<file path="config.mk">
export PLATFORM = sky130hd
export DESIGN_NAME = prog_seq
export DESIGN_NICKNAME = d
export VERILOG_FILES = /design/src/rtl/prog_seq.sv
export SDC_FILE = /design/constraint.sdc
export NUM_CORES = 1
export LEC_CHECK = 0
export CORE_AREA = 2 2 123 125
export CTS_BUF_LIST = sky130_fd_sc_hd__clkbuf_4 sky130_fd_sc_hd__clkbuf_8
export DETAILED_ROUTE_END_ITERATION = 7
export DIE_AREA = 0 0 125 127
export PLACE_DENSITY_LB_ADDON = 0.12
export SLEW_MARGIN = 10
export SYNTH_ARGS = -nofsm -noshare
export SYNTH_HDL_FRONTEND = slang
export SYNTH_SLANG_ARGS = --single-unit
</file>
<file path="constraint.sdc">
create_clock -name clk -period 4 [get_ports clk]
set_clock_uncertainty 0.05 [all_clocks]
set_input_delay 0.8 -clock clk [delete_from_list [all_inputs] [get_ports clk]]
set_output_delay 0.8 -clock clk [all_outputs]
set_load 0.02 [all_outputs]
</file>
<file path="src/rtl/prog_seq.sv">
// -----------------------------------------------------------------------------
// prog_seq: program sequencer for the single-cycle core.
//
// Holds the program counter, runs a start/halt handshake (IDLE/RUN/DONE), and
// supports relative and absolute jumps plus a small hardware call/return stack.
// prog_ctr addresses instruction memory. The control inputs are decoded from
// the instruction at prog_ctr and take effect on the next rising edge. run
// gates architectural write-back in the consumer.
// -----------------------------------------------------------------------------
module prog_seq #(
    parameter  int PC_W        = 10,
    parameter  int STACK_DEPTH = 4,
    localparam int DEPTH_W     = $clog2(STACK_DEPTH + 1)
) (
    input  logic               clk,
    input  logic               reset,       // asynchronous, active-low
    input  logic               start,
    input  logic [PC_W-1:0]    start_addr,
    input  logic               halt,
    input  logic               jmp_en,
    input  logic               jmp_abs,
    input  logic [PC_W-1:0]    target,
    input  logic               call,
    input  logic               ret,
    output logic [PC_W-1:0]    prog_ctr,
    output logic               run,
    output logic               done,
    output logic               stack_err,
    output logic [DEPTH_W-1:0] depth
);

    // Width of a stack slot index. Keep it at least one bit so that a
    // single-entry stack still has a legal index.
    localparam int IDX_W = (STACK_DEPTH > 1) ? $clog2(STACK_DEPTH) : 1;

    typedef enum logic [1:0] {
        ST_IDLE = 2'd0,
        ST_RUN  = 2'd1,
        ST_DONE = 2'd2
    } state_t;

    state_t              state_q, state_d;
    logic [PC_W-1:0]     pc_q, pc_d;
    logic [DEPTH_W-1:0]  depth_q, depth_d;
    logic                err_q, err_d;

    // Return-address stack and its access signals.
    logic [PC_W-1:0]     stack_mem [STACK_DEPTH];
    logic                push_en;
    logic [IDX_W-1:0]    push_idx;
    logic [IDX_W-1:0]    top_idx;
    logic                stack_empty;
    logic                stack_full;

    // Shared PC arithmetic.
    logic [PC_W-1:0]     pc_inc;
    logic [PC_W-1:0]     jump_tgt;

    // Derived datapath values: fall-through address, jump target, stack pointers.
    always_comb begin
        // A signed offset added in PC_W bits gives the same bits as the signed
        // sum reduced modulo 2^PC_W, so no sign extension is needed. Wrap-around
        // past the top of instruction space is intentional and silent.
        pc_inc      = pc_q + PC_W'(1);
        jump_tgt    = jmp_abs ? target : (pc_q + target);

        // depth counts valid entries. The next push therefore goes into slot
        // [depth] and the top of stack sits in slot [depth-1].
        push_idx    = IDX_W'(depth_q);
        top_idx     = IDX_W'(depth_q - DEPTH_W'(1));
        stack_empty = (depth_q == '0);
        stack_full  = (depth_q == DEPTH_W'(STACK_DEPTH));
    end

    // Next-state, next-PC and stack bookkeeping for the current instruction.
    always_comb begin
        // NOTE: every signal driven here is given a default first, so each path
        // through the case is fully specified and no latch can be inferred.
        state_d = state_q;
        pc_d    = pc_q;
        depth_d = depth_q;
        err_d   = err_q;
        push_en = 1'b0;

        unique case (state_q)
            ST_IDLE, ST_DONE: begin
                // Outside RUN, only start matters. Every other control input
                // is ignored and the architectural state holds.
                if (start) begin
                    state_d = ST_RUN;
                    pc_d    = start_addr;
                    depth_d = '0;
                    err_d   = 1'b0;
                end
            end

            ST_RUN: begin
                // The order of this chain fixes the priority between
                // simultaneous controls. halt beats everything, and ret beats
                // call when both are set.
                if (halt) begin
                    state_d = ST_DONE;
                end else if (ret && !stack_empty) begin
                    pc_d    = stack_mem[top_idx];
                    depth_d = depth_q - DEPTH_W'(1);
                end else if (ret) begin
                    // Underflow: stop with the PC parked on the offending ret.
                    err_d   = 1'b1;
                    state_d = ST_DONE;
                end else if (call && !stack_full) begin
                    push_en = 1'b1;
                    depth_d = depth_q + DEPTH_W'(1);
                    pc_d    = jump_tgt;
                end else if (call) begin
                    // Overflow: nothing is pushed and the PC stays on the call.
                    err_d   = 1'b1;
                    state_d = ST_DONE;
                end else if (jmp_en) begin
                    pc_d    = jump_tgt;
                end else begin
                    pc_d    = pc_inc;
                end
            end

            default: begin
                state_d = ST_IDLE;
            end
        endcase
    end

    // Architectural state register, cleared asynchronously by reset.
    always_ff @(posedge clk or negedge reset) begin
        // NOTE: sequential state uses non-blocking assignments, so every
        // register samples its pre-edge value regardless of statement order.
        if (!reset) begin
            state_q <= ST_IDLE;
            pc_q    <= '0;
            depth_q <= '0;
            err_q   <= 1'b0;
        end else begin
            state_q <= state_d;
            pc_q    <= pc_d;
            depth_q <= depth_d;
            err_q   <= err_d;
        end
    end

    // Return-address storage, written on a successful call.
    always_ff @(posedge clk) begin
        // NOTE: the stack array has no reset. Entries at or above depth are
        // never read, and depth itself is reset, so clearing the storage would
        // only add reset fan-out.
        if (push_en) begin
            stack_mem[push_idx] <= pc_inc;
        end
    end

    // Outputs come straight from registers or from a decode of the state.
    assign prog_ctr  = pc_q;
    assign run       = (state_q == ST_RUN);
    assign done      = (state_q == ST_DONE);
    assign stack_err = err_q;
    assign depth     = depth_q;

endmodule

</file>
==> results of run 1 <==
-- metal layers --
metal / routed length, µm / vias to the layer above / global-route usage
met4: 100 / 0 / 0.0301
met3: 242 / 6 / 0.0230
met1: 4090 / 1107 / 0.143
li1: - / 1152 / -
met5: 0 / - / 0
met2: 4260 / 26 / 0.194
-- power groups by stage --
stage	Combinational (W)	Sequential [W]	Clock, W
floorplan	0.000939	0.000983	0
global placement	0.00149	0.000939	0
detailed placement	0.00148	0.000942	0
CTS	0.00149	0.000930	0.000464
global route	0.00164	0.000946	0.000489
finish	0.00147	0.000923	0.000453
-- cells by family (layout without fill, tap and decap cells) --
kind of cell | count (synthesis) | after routing | synth area share
muxes | 14 | 14 | 0.0872
xor gates and xnor gates | 14 | 14 | 0.0375
and+or+nand+nor | 83 | 83 | 0.127
DFF | 56 | 56 | 0.489
AOI/OAI and AO/OA | 73 | 73 | 0.162
buffers and inverters | 21 | 66 | 0.0336
adders and majority gates | 16 | 16 | 0.0635
-- cell usage in the layout (no fill, tap or decap), types with 2 or more instances in the layout --
cell type,n
a21o_1,3
nor3_1,7
o22ai_1,2
nor2_1,19
edfxtp_1,40
a211oi_1,8
ha_1,15
nor4_1,2
a21oi_1,13
bufinv_16,2
clkbuf_8,5
o2111a_1,2
o31ai_1,4
inv_1,9
xor2_1,6
and2_1,6
o21bai_1,2
clkdlybuf4s50_1,43
a221oi_1,2
xnor2_1,8
nand3b_1,3
nand3_1,5
dfrtp_1,16
buf_4,5
nor2b_1,4
o21ai_1,3
nand2_1,23
mux4_2,5
a31oi_1,3
mux2i_1,3
o21ai_0,12
nand2b_1,3
mux4_1,5
-- metrics by stage --
step | std cells | cell area [µm²] | hold slack (ns) | power, W
final | 506 | 4040 | 0.466 | 0.00285
after global placement | 498 | 3900 | 0.446 | 0.00243
after global routing | 506 | 4040 | 0.506 | 0.00307
after floorplan | 277 | 3270 | 0.454 | 0.00192
after CTS | 506 | 4040 | 0.480 | 0.00289
after detailed placement | 498 | 3900 | 0.453 | 0.00243
-- registers in the layout, indices dropped and copies added, names as in the netlist --
signal / cells
state_q: 2
depth: 3
stack_err: 1
stack_mem: 40
prog_ctr: 10
-- worst max-delay path: stages --
cell and delay (ns):
clkdlybuf4s50_1 0.43, ha_1 0.27, fa_1 0.44, a211oi_1 0.32, nor2_1 0.12, o41ai_1 0.42, mux2i_1 0.23, nand3_1 0.09
a21oi_1 0.13
-- final cells by class --
type,instances,share of cell area
Inverter,10,0.00930
Sequential cell,56,0.397
Clock inverter,3,0.0170
Timing Repair Buffer,48,0.116
Tap cell,184,0.0570
Multi-Input combinational cell,200,0.387
Clock buffer,5,0.0170
-- worst max path at each step --
stage | from | endpoint | cells after the start
final | target[0] | prog_ctr[8] | 9
after global routing | target[0] | prog_ctr[8] | 9
after CTS | target[0] | prog_ctr[8] | 9
after detailed placement | target[0] | prog_ctr[8] | 9
after global placement | target[0] | prog_ctr[8] | 9
after floorplan | target[0] | prog_ctr[8] | 8
==> impl_metrics.tcl, run 1 <==
set metrics [dict create \
    status "finished clean" \
    synthTopCellsByCount "edfxtp_1 (40), nand2_1 (23), nor2_1 (19)" \
    drc 0 \
    avgSynthCellArea_um2 11.8 \
    drive_gt1_frac 0.0932 \
    routed_via_density 4.53 \
    arrival_ns 3.26 \
    dpl.hpwl_um 6570 \
    final.fill_count 1492 \
    path_class "in2reg" \
    cts_setup_buffers 0 \
    setup_ws_ns 0.940 \
    yosysWarnings 0 \
    switching_share 0.414 \
    ant_nets 0 \
    ys_types 66 \
    r2r_start "prog_ctr[0]" \
    clock_latency_ns 0.32 \
    syn_area_mm2 0.00327 \
    firstDrtPassIters 4 \
    wl_per_cell_um 17.2 \
    ctsHoldBuffers 0 \
    syn_inst 277 \
    seqCellArea_mm2 0.00160 \
    synth-edff-count 40 \
    cts_buffers 5 \
    clock_sinks 56 \
    pre_cts_ws_ns 0.559 \
    vias 2291 \
    finalCritPeriodShare 0.765 \
    clockPowerShare 0.159 \
    tightest_slew_ns 0.840 \
    vdd_ir_drop_max_v 0.000178 \
    ys_ff_latch 56 \
    chipWidth_um 125 \
    die_area_mm2 0.0159 \
    power_density_mw_per_mm2 705 \
    r2r_setup_slack_ns 1.29 \
    combPwrFrac 0.516 \
    port_buffers 43 \
    r2r_cells 8 \
    ys_seq_area_frac 0.489 \
    clock-root-buffer "clkbuf_8" \
    setup-tns-final_ns 0 \
    cts_resized 0 \
    area_growth_pct 23.3 \
    r2r-end "prog_ctr[8]" \
    hold_path_depth 2 \
    setup_viol 0 \
    place_congestion 0.748 \
    grt_setup_unrepaired "false" \
    required_ns 4.20 \
    synthDominantCellAreaShare 0.367 \
    antenna_found_initial 0 \
    seqPwrFrac 0.324 \
    clk_path_buf_depth 2 \
    yosys-top-cells-area "edfxtp_1 (37%), dfrtp_1 (12%), ha_1 (5.7%)" \
    grt_util_all_layers 0.112 \
    clock.fmax_mhz 327 \
    grt_max_degree 19 \
    worstPathMaxFanout 3 \
    worst_setup_path_start_kind "input pin" \
    clk_pin_slew_ns 0.10 \
    routed_wirelength_um 8690 \
    grt-ovfl-total 0 \
    layout_min_cycle_time_ns 3.06 \
    synthArstFlopShare 0.286 \
    maxCapViolCount 0 \
    hold_viol_final 0 \
    synth_top_area_cell "edfxtp_1" \
    core.rowCount 44 \
    tritoncts "built" \
    io_pins 44 \
    relSlewSlack 0.439 \
    yosysMostFrequentCell "edfxtp_1" \
    p_int_w 0.00167 \
    initial_utilization 0.227 \
    first_global_vias 2391 \
    hold_path.class "reg2reg" \
    htree_levels 2 \
    hold_end "stack_err" \
    hp-start "stack_err" \
    first_iter_violations 129 \
    end_kind "flop" \
    synth-main-ff-cell "edfxtp_1" \
    fin_nets 365 \
    switching_power_w 0.00118 \
    chipHeight_um 127 \
    multi_input_area_mm2 0.00156 \
    grt_pass1_wl_um 13700 \
    slew_violations 0 \
    syn-num-nets 321 \
    diodes 0 \
    leakagePower_nw 1.44 \
    fin_util 0.280 \
    core-area_mm2 0.0144 \
]
(Power assumes the default switching activity.)
==> inputs of run 2 (changes only) <==
==> constraint.sdc (replaced) <==
create_clock -name clk -period 3.1 [get_ports clk]
set_clock_uncertainty 0.05 [all_clocks]
set_input_delay 0.62 -clock clk [delete_from_list [all_inputs] [get_ports clk]]
set_output_delay 0.62 -clock clk [all_outputs]
set_load 0.02 [all_outputs]
==> impl_metrics.tcl, run 2 (same netlist as run 1, synthesis figures left out) <==
set metrics [dict create \
    chipWidth_um 125 \
    wl_per_cell_um 17.0 \
    core.rowCount 44 \
    htree_levels 2 \
    routed_via_density 4.56 \
    required_ns 3.30 \
    grt-ovfl-total 0 \
    chipHeight_um 127 \
    seqPwrFrac 0.325 \
    initial_utilization 0.227 \
    clock_sinks 56 \
    leakagePower_nw 1.50 \
    grt_pass1_wl_um 14000 \
    cts_buffers 5 \
    status "finished clean" \
    clockPowerShare 0.117 \
    combPwrFrac 0.558 \
    worst_setup_path_start_kind "input pin" \
    layout_min_cycle_time_ns 2.75 \
    path_class "in2reg" \
    hold_viol_final 0 \
    hold_ws_ns 0.469 \
    routed_wirelength_um 8860 \
    vias 2377 \
    fin_util 0.285 \
    ant_nets 0 \
    fin_nets 380 \
    end_kind "flop" \
    hold_path.class "reg2reg" \
    largest_reg_flops 40 \
    power_density_mw_per_mm2 881 \
    clk_path_buf_depth 2 \
    first_iter_violations 126 \
    final_cell_mix "clkdlybuf4s50_1 (43), edfxtp_1 (40), nand2_1 (23)" \
    p_int_w 0.00209 \
    firstDrtPassIters 4 \
    postLayoutCellArea_mm2 0.00411 \
    port_buffers 43 \
    switching_share 0.424 \
    clk_pin_slew_ns 0.10 \
    switching_power_w 0.00154 \
    die_area_mm2 0.0159 \
    setup_ws_ns 0.351 \
    diodes 0 \
    mostFrequentLayoutCell "clkdlybuf4s50_1" \
    tritoncts "built" \
    tightest_slew_ns 0.844 \
    grt_setup_unrepaired "false" \
    first_global_vias 2397 \
    vdd_ir_drop_max_v 0.000216 \
    cts_setup_buffers 0 \
    place_congestion 0.756 \
    grt_max_degree 18 \
    maxCapViolCount 0 \
    relSlewSlack 0.435 \
    r2r_start "prog_ctr[0]" \
    io_pins 44 \
    antenna_found_initial 0 \
    arrival_ns 2.95 \
    clock-root-buffer "clkbuf_8" \
    drc 0 \
    pre_cts_ws_ns -0.114 \
    setup_viol 0 \
    hp-start "stack_err" \
    grt_util_all_layers 0.114 \
    placed_area_mm2 0.00401 \
    dpl.hpwl_um 6760 \
    area_growth_pct 25.6 \
    slew_violations 0 \
    worstPathMaxFanout 2 \
    clock.fmax_mhz 364 \
    regMostFlops "stack_mem" \
    finalCritPeriodShare 0.887 \
    drive_gt1_frac 0.136 \
    core-area_mm2 0.0144 \
    startpoint "target[0]" \
    clock_latency_ns 0.32 \
]
## run 2: metal layers
| layer | GRT usage | wire length (µm) | part of all wire | vias up |
|---|---|---|---|---|
| li1 | - | - | - | 1179 |
| met1 | 0.152 | 4200 | 0.47 | 1160 |
| met2 | 0.193 | 4320 | 0.49 | 32 |
| met3 | 0.0201 | 263 | 0.030 | 6 |
| met4 | 0.0294 | 71 | 0.0080 | 0 |
| met5 | 0 | 0 | 0 | - |
## run 2: stage by stage
step,TNS [ns],power (W),std cells
4_1_cts,0,0.00366,521
6_report,0,0.00362,521
3_3_place_gp,-0.0903,0.00322,513
2_1_floorplan,0,0.00248,277
3_5_place_dp,-0.114,0.00322,513
5_1_grt,0,0.00392,521
## run 2: final timing paths
kind / cells after the start / end / slack (ns)
worst min register to register: 2 / stack_err / 0.47
max in group asynchronous: 1 / prog_ctr[5] / 1.75
worst min-delay path: 2 / stack_err / 0.47
worst max-delay path: 10 / prog_ctr[8] / 0.35
min in group asynchronous: 1 / prog_ctr[4] / 0.73
worst max register to register: 9 / prog_ctr[8] / 0.70
## run 2: power by group through the flow
| stage | Sequential, W | Combinational (W) | Clock [W] |
|---|---|---|---|
| after floorplan | 0.00127 | 0.00121 | 0 |
| after global placement | 0.00119 | 0.00202 | 0 |
| after detailed placement | 0.00120 | 0.00203 | 0 |
| after CTS | 0.00118 | 0.00204 | 0.000449 |
| after global routing | 0.00121 | 0.00224 | 0.000473 |
| final | 0.00118 | 0.00202 | 0.000425 |
## run 2: what timing repair did
action                                  4_1_cts  5_1_grt
hold buffers                                  0        0
endpoints found under the setup margin        0        1
resized for setup                             0        1
## run 2: worst max-delay path, stage by stage
cell	delay, ns
clkdlybuf4s50_1	0.43
ha_1	0.24
fa_1	0.40
a211oi_1	0.32
nor2_1	0.12
o41ai_2	0.27
buf_4	0.17
mux2i_1	0.17
nand3_1	0.08
a21oi_1	0.12
## run 2: final cells by class
| class | count | area [µm²] |
|---|---|---|
| Inverter | 10 | 37.5 |
| Sequential cell | 56 | 1600 |
| Tap cell | 184 | 230 |
| Fill cell | 1530 | 10300 |
| Timing Repair Buffer | 63 | 581 |
| Clock buffer | 7 | 83.8 |
| Clock inverter | 1 | 8.76 |
| Multi-Input combinational cell | 200 | 1570 |
==> inputs of run 3 (changes only) <==
--- a/config.mk
+++ b/config.mk
@@ -10,6 +10,7 @@
 export DETAILED_ROUTE_END_ITERATION = 7
 export DIE_AREA = 0 0 125 127
 export PLACE_DENSITY_LB_ADDON = 0.12
+export SKIP_CTS_REPAIR_TIMING = 1
 export SLEW_MARGIN = 10
 export SYNTH_ARGS = -nofsm -noshare
 export SYNTH_HDL_FRONTEND = slang
==> results of run 3 <==
The final DEF is identical to that of run 2; final timing and power are the same.
